File: config.mk
export PLATFORM = sky130hd
export DESIGN_NAME = stopwatch_ctrl
export DESIGN_NICKNAME = d
export VERILOG_FILES = /design/src/rtl/stopwatch_ctrl.sv
export SDC_FILE = /design/constraint.sdc
export NUM_CORES = 1
export LEC_CHECK = 0
export CAP_MARGIN = 40
export CELL_PAD_IN_SITES_DETAIL_PLACEMENT = 0
export CELL_PAD_IN_SITES_GLOBAL_PLACEMENT = 1
export CORE_MARGIN = 2
export CORE_UTILIZATION = 42
export DETAILED_ROUTE_END_ITERATION = 7
export PLACE_DENSITY = 0.81
export RECOVER_POWER = 100
export SYNTH_ARGS = -nofsm -noshare
export SYNTH_HDL_FRONTEND = slang
export SYNTH_SLANG_ARGS = --single-unit
File: constraint.sdc
create_clock -name clk -period 2.31 [get_ports clk]
set_input_delay 0.231 -clock clk [delete_from_list [all_inputs] [get_ports clk]]
set_output_delay 0.231 -clock clk [all_outputs]
set_load 0.02 [all_outputs]
File: src/rtl/stopwatch_ctrl.sv
// Stopwatch control core: key debouncing, run/pause/countdown state machine,
// 10 ms prescaler and BCD time keeping. Drives the status pair (statue,
// countdown_done) and the BCD time digits consumed by the LED and display.
module stopwatch_ctrl #(
  parameter int         TICK_DIV = 1_000_000,
  parameter int         DEB_CYC  = 2_000_000,
  parameter logic [7:0] CD_MIN   = 8'h01,
  parameter logic [7:0] CD_SEC   = 8'h00
) (
  input  logic       clk,
  input  logic       rst,
  input  logic       key_run,
  input  logic       key_mode,
  input  logic       key_clr,
  output logic [1:0] statue,
  output logic       countdown_done,
  output logic [7:0] mm,
  output logic [7:0] ss,
  output logic [7:0] cs
);

  localparam logic [1:0] ST_RUN   = 2'd0;
  localparam logic [1:0] ST_PAUSE = 2'd1;
  localparam logic [1:0] ST_CD    = 2'd2;

  localparam int K_RUN  = 0;
  localparam int K_MODE = 1;
  localparam int K_CLR  = 2;

  localparam int CW = $clog2(DEB_CYC + 1);
  localparam int PW = $clog2(TICK_DIV + 1);

  // Handshake note: there is no valid/ready pairing on this block; the
  // status pair is a level interface that sinks sample every cycle.

  logic [2:0]    sync1_q, sync1_d, sync2_q, sync2_d;
  logic [2:0]    filt_q, filt_d, press_q, press_d;
  logic [CW-1:0] deb_cnt_q [3];
  logic [CW-1:0] deb_cnt_d [3];
  logic [PW-1:0] pre_q, pre_d;
  logic [1:0]    statue_q, statue_d;
  logic          done_q, done_d;
  logic [7:0]    mm_q, mm_d, ss_q, ss_d, cs_q, cs_d;

  logic          run_en, tick, key_evt;
  logic [8:0]    cs_up, ss_up, mm_up, cs_dn, ss_dn, mm_dn;

  // BCD increment with wrap at max; bit 8 is the carry out.
  function automatic logic [8:0] bcd_up(input logic [7:0] v, input logic [7:0] max);
    if (v == max)           return {1'b1, 8'h00};
    else if (v[3:0] == 4'd9) return {1'b0, v[7:4] + 4'd1, 4'd0};
    else                    return {1'b0, v[7:4], v[3:0] + 4'd1};
  endfunction

  // BCD decrement with wrap to max; bit 8 is the borrow out.
  function automatic logic [8:0] bcd_dn(input logic [7:0] v, input logic [7:0] max);
    if (v == 8'h00)          return {1'b1, max};
    else if (v[3:0] == 4'd0) return {1'b0, v[7:4] - 4'd1, 4'd9};
    else                     return {1'b0, v[7:4], v[3:0] - 4'd1};
  endfunction

  // Synchronize the raw keys, filter them and emit one pulse per press.
  always_comb begin
    sync1_d = {key_clr, key_mode, key_run};
    sync2_d = sync1_q;
    filt_d  = filt_q;
    for (int i = 0; i < 3; i++) begin
      deb_cnt_d[i] = '0;
      if (sync2_q[i] != filt_q[i]) begin
        if (deb_cnt_q[i] == CW'(DEB_CYC - 1)) filt_d[i] = sync2_q[i];
        else                                  deb_cnt_d[i] = deb_cnt_q[i] + CW'(1);
      end
    end
    press_d = filt_d & ~filt_q;
  end

  // Prescaler, key actions and time update; key events override ticks.
  always_comb begin
    statue_d = statue_q;
    done_d   = done_q;
    mm_d     = mm_q;
    ss_d     = ss_q;
    cs_d     = cs_q;
    run_en   = (statue_q == ST_RUN) || ((statue_q == ST_CD) && !done_q);
    tick     = run_en && (pre_q == PW'(TICK_DIV - 1));
    key_evt  = |press_q;
    pre_d    = pre_q;
    if (key_evt || tick) pre_d = '0;
    else if (run_en)     pre_d = pre_q + PW'(1);

    cs_up = bcd_up(cs_q, 8'h99);
    ss_up = bcd_up(ss_q, 8'h59);
    mm_up = bcd_up(mm_q, 8'h99);
    cs_dn = bcd_dn(cs_q, 8'h99);
    ss_dn = bcd_dn(ss_q, 8'h59);
    mm_dn = bcd_dn(mm_q, 8'h99);

    if (press_q[K_CLR]) begin
      if (statue_q == ST_CD) begin
        {mm_d, ss_d, cs_d} = {CD_MIN, CD_SEC, 8'h00};
        done_d = 1'b0;
      end else begin
        statue_d = ST_PAUSE;
        {mm_d, ss_d, cs_d} = '0;
      end
    end else if (press_q[K_MODE]) begin
      done_d = 1'b0;
      if (statue_q == ST_CD) begin
        statue_d = ST_PAUSE;
        {mm_d, ss_d, cs_d} = '0;
      end else begin
        statue_d = ST_CD;
        {mm_d, ss_d, cs_d} = {CD_MIN, CD_SEC, 8'h00};
      end
    end else if (press_q[K_RUN]) begin
      case (statue_q)
        ST_RUN:   statue_d = ST_PAUSE;
        ST_PAUSE: statue_d = ST_RUN;
        ST_CD: if (done_q) begin
          {mm_d, ss_d, cs_d} = {CD_MIN, CD_SEC, 8'h00};
          done_d = 1'b0;
        end
        default:  statue_d = ST_PAUSE;
      endcase
    end else if ((statue_q == ST_CD) && !done_q && ({mm_q, ss_q, cs_q} == 24'h0)) begin
      // A zero preset has nothing to count; flag completion right away.
      done_d = 1'b1;
    end else if (tick) begin
      if (statue_q == ST_RUN) begin
        cs_d = cs_up[7:0];
        if (cs_up[8]) begin
          ss_d = ss_up[7:0];
          if (ss_up[8]) mm_d = mm_up[7:0];
        end
      end else begin
        cs_d = cs_dn[7:0];
        if (cs_dn[8]) begin
          ss_d = ss_dn[7:0];
          if (ss_dn[8]) mm_d = mm_dn[7:0];
        end
        done_d = ({mm_d, ss_d, cs_d} == 24'h0);
      end
    end
  end

  // State registers with synchronous reset.
  always_ff @(posedge clk) begin
    if (rst) begin
      sync1_q  <= '0;
      sync2_q  <= '0;
      filt_q   <= '0;
      press_q  <= '0;
      for (int i = 0; i < 3; i++) deb_cnt_q[i] <= '0;
      pre_q    <= '0;
      statue_q <= ST_PAUSE;
      done_q   <= 1'b0;
      mm_q     <= 8'h00;
      ss_q     <= 8'h00;
      cs_q     <= 8'h00;
    end else begin
      sync1_q  <= sync1_d;
      sync2_q  <= sync2_d;
      filt_q   <= filt_d;
      press_q  <= press_d;
      for (int i = 0; i < 3; i++) deb_cnt_q[i] <= deb_cnt_d[i];
      pre_q    <= pre_d;
      statue_q <= statue_d;
      done_q   <= done_d;
      mm_q     <= mm_d;
      ss_q     <= ss_d;
      cs_q     <= cs_d;
    end
  end

  assign statue         = statue_q;
  assign countdown_done = done_q;
  assign mm             = mm_q;
  assign ss             = ss_q;
  assign cs             = cs_q;

endmodule

-- After elaboration in Yosys (flattened, before gate mapping)
Memories as Yosys holds them, arrays and structs flattened.
Index checks and enable logic that the tools add are counted.
- input bits: 5
- word-level logic and storage cells: 176
- flip-flop bits (word level): 59
- output and inout port bits: 27
- memories kept: 1
- bits in writable memories: 63
- equality and inequality tests: 30
- add/sub/neg operators: 16
- bitwise gates (word level): 5
- reduce and logical (&&, ||, !) cells: 30
- multiplexer cells: 81
- memory list (name ; depth ; width ; rd ports ; clocked after memory_dff ; wr ports ; RTL line ; source):
    deb_cnt_q ; 3 ; 21 ; 3 ; 0 ; 3 ; 38 ; logic [CW-1:0] deb_cnt_q [3];
- operator list (cell ; number):
    8-bit 2-to-1 mux ; 44
    21-bit 2-to-1 mux ; 9
    21-bit by 1-bit adder with 21-bit output, second input constant ; 3
    21-bit equality test, second input constant ; 3
    24-bit zero test ; 2
    9-bit 2-to-1 mux ; 4
    4-bit by 1-bit adder with 4-bit output, second input constant ; 6
    8-bit zero test ; 3
    4-bit by 1-bit subtractor with 4-bit output, second input constant ; 6
    20-bit by 1-bit adder with 20-bit output, second input constant ; 1
    20-bit equality test, second input constant ; 1
    1-bit 2-to-1 mux ; 18
    8-bit equality test, second input constant ; 2
    5-bit inequality test, second input constant ; 3
    4-bit equality test, second input constant ; 3
    4-bit zero test ; 3
    4-bit inequality test, second input constant ; 3
    6-bit AND reduction ; 2
    2-bit 2-to-1 mux ; 5
    5-bit AND reduction ; 2
    8-bit by 7-bit equality test with 1-bit output, second input constant ; 1
    4-bit by 1-bit inequality test with 1-bit output, second input constant ; 2
    7-bit AND reduction ; 1
    2-bit inequality test, second input constant ; 3
    other kinds (23) ; 32

-- Logic depth before layout (Yosys ltp)
- depth in word-level cells: 18
- mapped depth: 10
- mapped depth without buffers: 8

-- Worst setup path before layout
No wires, ideal clock.
- path kind: register to register
- start point: reg mm_q[0], in the netlist mm[0]
- end point: reg ss_q[1], in the netlist ss[1]
- arrival time: 2683 ps
- data required time: 2240 ps
- setup time: 70 ps
- cell stages (with the launch flop): 9
- path slack: -443 ps
- buffers on the path: 0
- period minus slack after synthesis: 2753 ps
- cell sequence: dfxtp_1 -> inv_1 -> ha_1 -> nor3b_1 -> and4b_4 -> a2111oi_4 -> nand2b_4 -> or4_1 -> a21oi_1
- word-level cells in the longest chain between the ends: 4
- ends and longest elaborated chain (item ; RTL line ; source):
    start: declaration ; 43 ; logic [7:0] mm_q, mm_d, ss_q, ss_d, cs_q, cs_d;
    start signal: assignment ; 169 ; mm_q <= mm_d;
    24-bit zero test ; 125 ; end else if ((statue_q == ST_CD) && !done_q && ({mm_q, ss_q, cs_q} == 24'h0)) begin
    1-bit logical AND ; 125 ;
    2-bit inequality test (no line) ; - ;
    5-bit AND reduction (no line) ; - ;
    end signal: assignment ; 170 ; ss_q <= ss_d;
    end: declaration ; 43 ;
Every way passes these cells.
A chain may end at the register's enable or synchronous reset.

-- Worst setup path after layout
- start point: reg ss_q[4], in the netlist ss[4]
- end point: reg mm_q[3], in the netlist mm[3]
- word-level cells in the longest chain between the ends: 16
- elaborated cells on any way between the ends: 23
- those cells by class: eq/ne (3); mux (16); reduce/logical (4)
- ends and longest elaborated chain (item ; RTL line ; source):
    8-bit zero test ; 57 ; if (v == 8'h00) return {1'b1, max};
    9-bit 2-to-1 mux ; 57 ;
    8-bit 2-to-1 mux ; 139 ; if (ss_dn[8]) mm_d = mm_dn[7:0];
    8-bit 2-to-1 mux ; 137 ; if (cs_dn[8]) begin
    8-bit 2-to-1 mux ; 129 ; if (statue_q == ST_RUN) begin
    8-bit 2-to-1 mux ; 128 ; end else if (tick) begin
    8-bit 2-to-1 mux ; 125 ;
    8-bit 2-to-1 mux ; 115 ; end else if (press_q[K_RUN]) begin
    8-bit 2-to-1 mux ; 106 ; end else if (press_q[K_MODE]) begin
    8-bit 2-to-1 mux ; 98 ; if (press_q[K_CLR]) begin
    8-bit 2-to-1 mux ; 129 ;
    8-bit 2-to-1 mux ; 128 ;
    8-bit 2-to-1 mux ; 125 ;
    8-bit 2-to-1 mux ; 115 ;
    8-bit 2-to-1 mux ; 106 ;
    8-bit 2-to-1 mux ; 98 ;
Several ways; a longest one is shown, not always the timed one. The select of a mux whose other input is x is not followed.

==> reports/qor.csv <==
stage,metric,value,unit
drt,drcViolationCount,0,
clock_network,cts-root-buf,clkbuf_16,
global_route,antenna_found_initial,0,
synth,ys_ff_latch,122,
synth,synth_seq_area_share,36.3,%
synth,postSynthCellCount,812,
worst_setup_path,start_kind,flop,
clock_network,worstSkewPairLatency,0.42,ns
sta,rsz0062_at_grt,true,
sta,slew_violations,0,
clock_network,cts_made_buffers,17,
global_route,grt_max_degree,25,
drt,wl_per_cell,15.0,um
drt,avgViaCountPerCell,5.39,
clock_network,clock_path_buffers,2,
clock_network,holdBufCountCts,0,
worst_setup_path,required,2.64,ns
sta,setup_viol,0,
worst_setup_path,crit_arrival,2.61,ns
place,io_buffers,31,
global_route,grt_pass1_vias,6014,
power_and_ir_drop,seq_power_share,45.0,%
sta,hold_violations,0,
drt,drt_iter0_drc,334,
synth,ys_top_cells_by_count,"nor2_1 (135), dfxtp_1 (122), nand2_1 (72)",
job,max_cap_violations,0,
synth,syn_avg_cell_area,8.29,um2
hold_path,hold_class,input pin to flop,
die,initial_core_util,42.7,%
layout,fin_area,8590,um2
power_and_ir_drop,swShare,21.2,%
sta,max_freq,438,MHz
place,globalplace.congestion,0.929,
drt,drtAntennaViolNets,0,
synth,synthArstFlopShare,0,%
layout,layout.nets,945,
status,outcome,"finished, final reports clean",
die,ios,32,
global_route,grt_use_total,21.1,%
synth,synthesis.nets,842,
sta,worst_pin_slew,0.486,ns
sta,period_share,98.9,%
worst_setup_path,worstPathMaxFanout,7,
power_and_ir_drop,power_frac_clock,53.5,%
synth,yosys.area.top_type_share,36.3,%
synth,yosysMostFrequentCell,nor2_1,
die,fp.dieArea,17100,um2
layout,syn_to_final_growth,27.6,%
synth,synth_top_area_cell,dfxtp_1,
synth,synth_edf_count,0,
synth,ys_top_cells_by_area,"dfxtp_1 (36%), nor2_1 (7.5%), xor2_1 (5.5%)",
synth,ys.warnings.count,0,
die,rows,46,
synth,syn_area,6730,um2
power_and_ir_drop,p_leak,3.20,nW
clock_network,cts.htree.levels,4,
synth,synth.distinct_cells,76,
power_and_ir_drop,irDropWorstVdd,0.543,mV
worst_setup_path,cp-end-kind,flop,
drt,wirelength,17100,um
place,dp_hpwl,12500,um
power_and_ir_drop,intPower,3.68,mW
power_and_ir_drop,power_density,544,nW/um2
sta,relSlewSlack,67.3,%
layout,final_util,54.5,%
global_route,grt_overflow_total,0,
global_route,grt_pass1_wl,28500,um
clock_network,path_clk_slew,0.06,ns
layout,n_antenna_cell,0,
worst_setup_path,critical_path_class,flop to flop,
sta,period_needed,2.29,ns
die,die_w,131,um
place,place_area,7920,um2
drt,drtPass1Iterations,5,
sta,clock_skew,0.0101,ns
drt,vias,6161,
die,die_h,131,um
clock_network,cts.sinks,122,
power_and_ir_drop,power_switching,992,uW
layout,drive_gt1_share,19.7,%
die,core_area,15800,um2
power_and_ir_drop,pwr-share-comb,1.5,%
synth,ys.flop_type,dfxtp_1,
clock_network,cts_tree,done,
==> cell usage in the layout, fill, tap and decap left out, types with 20 or more instances in the layout <==
cell type and instances:
xnor2_1 41, buf_4 77, nand4_1 21, dlygate4sd3_1 28, dfxtp_1 109, a21oi_1 27
nand2_1 70, nand3_1 39, xor2_1 42, ha_1 20, nor2_1 134, nor3_1 21
o21ai_0 20
==> routing by layer <==
| layer | share of wire (%) | GRT usage [%] |
|---|---|---|
| met2 | 48 | 35.0 |
| met5 | 0 | 0 |
| met4 | 1.9 | 8.76 |
| met3 | 4.5 | 5.01 |
| met1 | 46 | 26.6 |
==> power groups by stage <==
stage | registers (mW) | clock network (mW) | logic [mW]
4_1_cts | 2.10 | 2.55 | 0.0706
2_1_floorplan | 2.15 | 0 | 0.0360
3_5_place_dp | 2.15 | 0 | 0.0701
6_report | 2.10 | 2.50 | 0.0684
5_1_grt | 2.10 | 2.66 | 0.0755
3_3_place_gp | 2.15 | 0 | 0.0690
==> critical path: stages (launching register included) <==
cell and delay (ns):
dfxtp_4 0.35, inv_4 0.06, ha_4 0.12, or3b_4 0.40, nor4_4 0.40, buf_4 0.19
a2111oi_4 0.08, o41ai_4 0.21, buf_4 0.20, nand3b_1 0.11, o41ai_2 0.07
==> logic make-up (layout without fill, tap and decap cells) <==
logic type / after synthesis / count (layout) / synth area share [%]
adder cells (fa/ha/maj): 25 / 25 / 4.65
multiplexers: 15 / 15 / 2.49
buffers and inverters: 55 / 169 / 3.35
AO/OA/AOI/OAI: 114 / 114 / 12.0
XOR/XNOR: 83 / 83 / 10.8
AND/OR/NAND/NOR: 398 / 398 / 30.4
flip-flops: 122 / 122 / 36.3
==> per-stage QoR <==
stage | setup slack (ns) | hold slack, ns | power [mW] | cells | setup TNS, ns
after global routing | -0.0490 | 0.390 | 4.84 | 1142 | -0.473
final | 0.0248 | 0.402 | 4.67 | 1142 | 0
after detailed placement | -0.254 | 0.433 | 2.22 | 1109 | -0.254
after CTS | 0.00723 | 0.387 | 4.72 | 1139 | 0
after global placement | -0.200 | 0.422 | 2.22 | 1109 | -0.200
after floorplan | -0.0503 | 0.359 | 2.18 | 812 | -0.201
==> repair_timing <==
action | 4_1_cts | 5_1_grt
hold endpoints to repair | 0 | 0
setup endpoints to repair | 2 | 15
buffers inserted | 0 | 3
pin swaps | 0 | 15
cloned | 0 | 0
resized for setup | 4 | 26
==> layout make-up <==
cell class / instances / area [um2]
fill: 1489 / 7180
timing repair buffer: 115 / 942
multi-input combinational: 635 / 4230
clock inverter: 6 / 36.3
tap: 216 / 270
inverter: 24 / 100
clock buffer: 24 / 523
sequential: 122 / 2490
==> registers in the layout, indices dropped and copies added, names as in the netlist <==
signal	count
pre_q	20
statue	2
deb_cnt_q	63
press_q	3
cs	8
filt_q	3
sync1_q	3
sync2_q	3
mm	8
countdown_done	1
ss	8
==> worst paths after layout <==
path	cells past startpoint	slack [ns]	start	endpoint
worst max-delay path	10	0.02	ss[4]	mm[3]
worst min-delay path	2	0.40	key_clr	sync1_q[2]
worst max register to register	10	0.02	ss[4]	mm[3]
worst min register to register	1	0.45	sync1_q[1]	sync2_q[1]
Note: power is estimated with default switching activity, not from simulation.
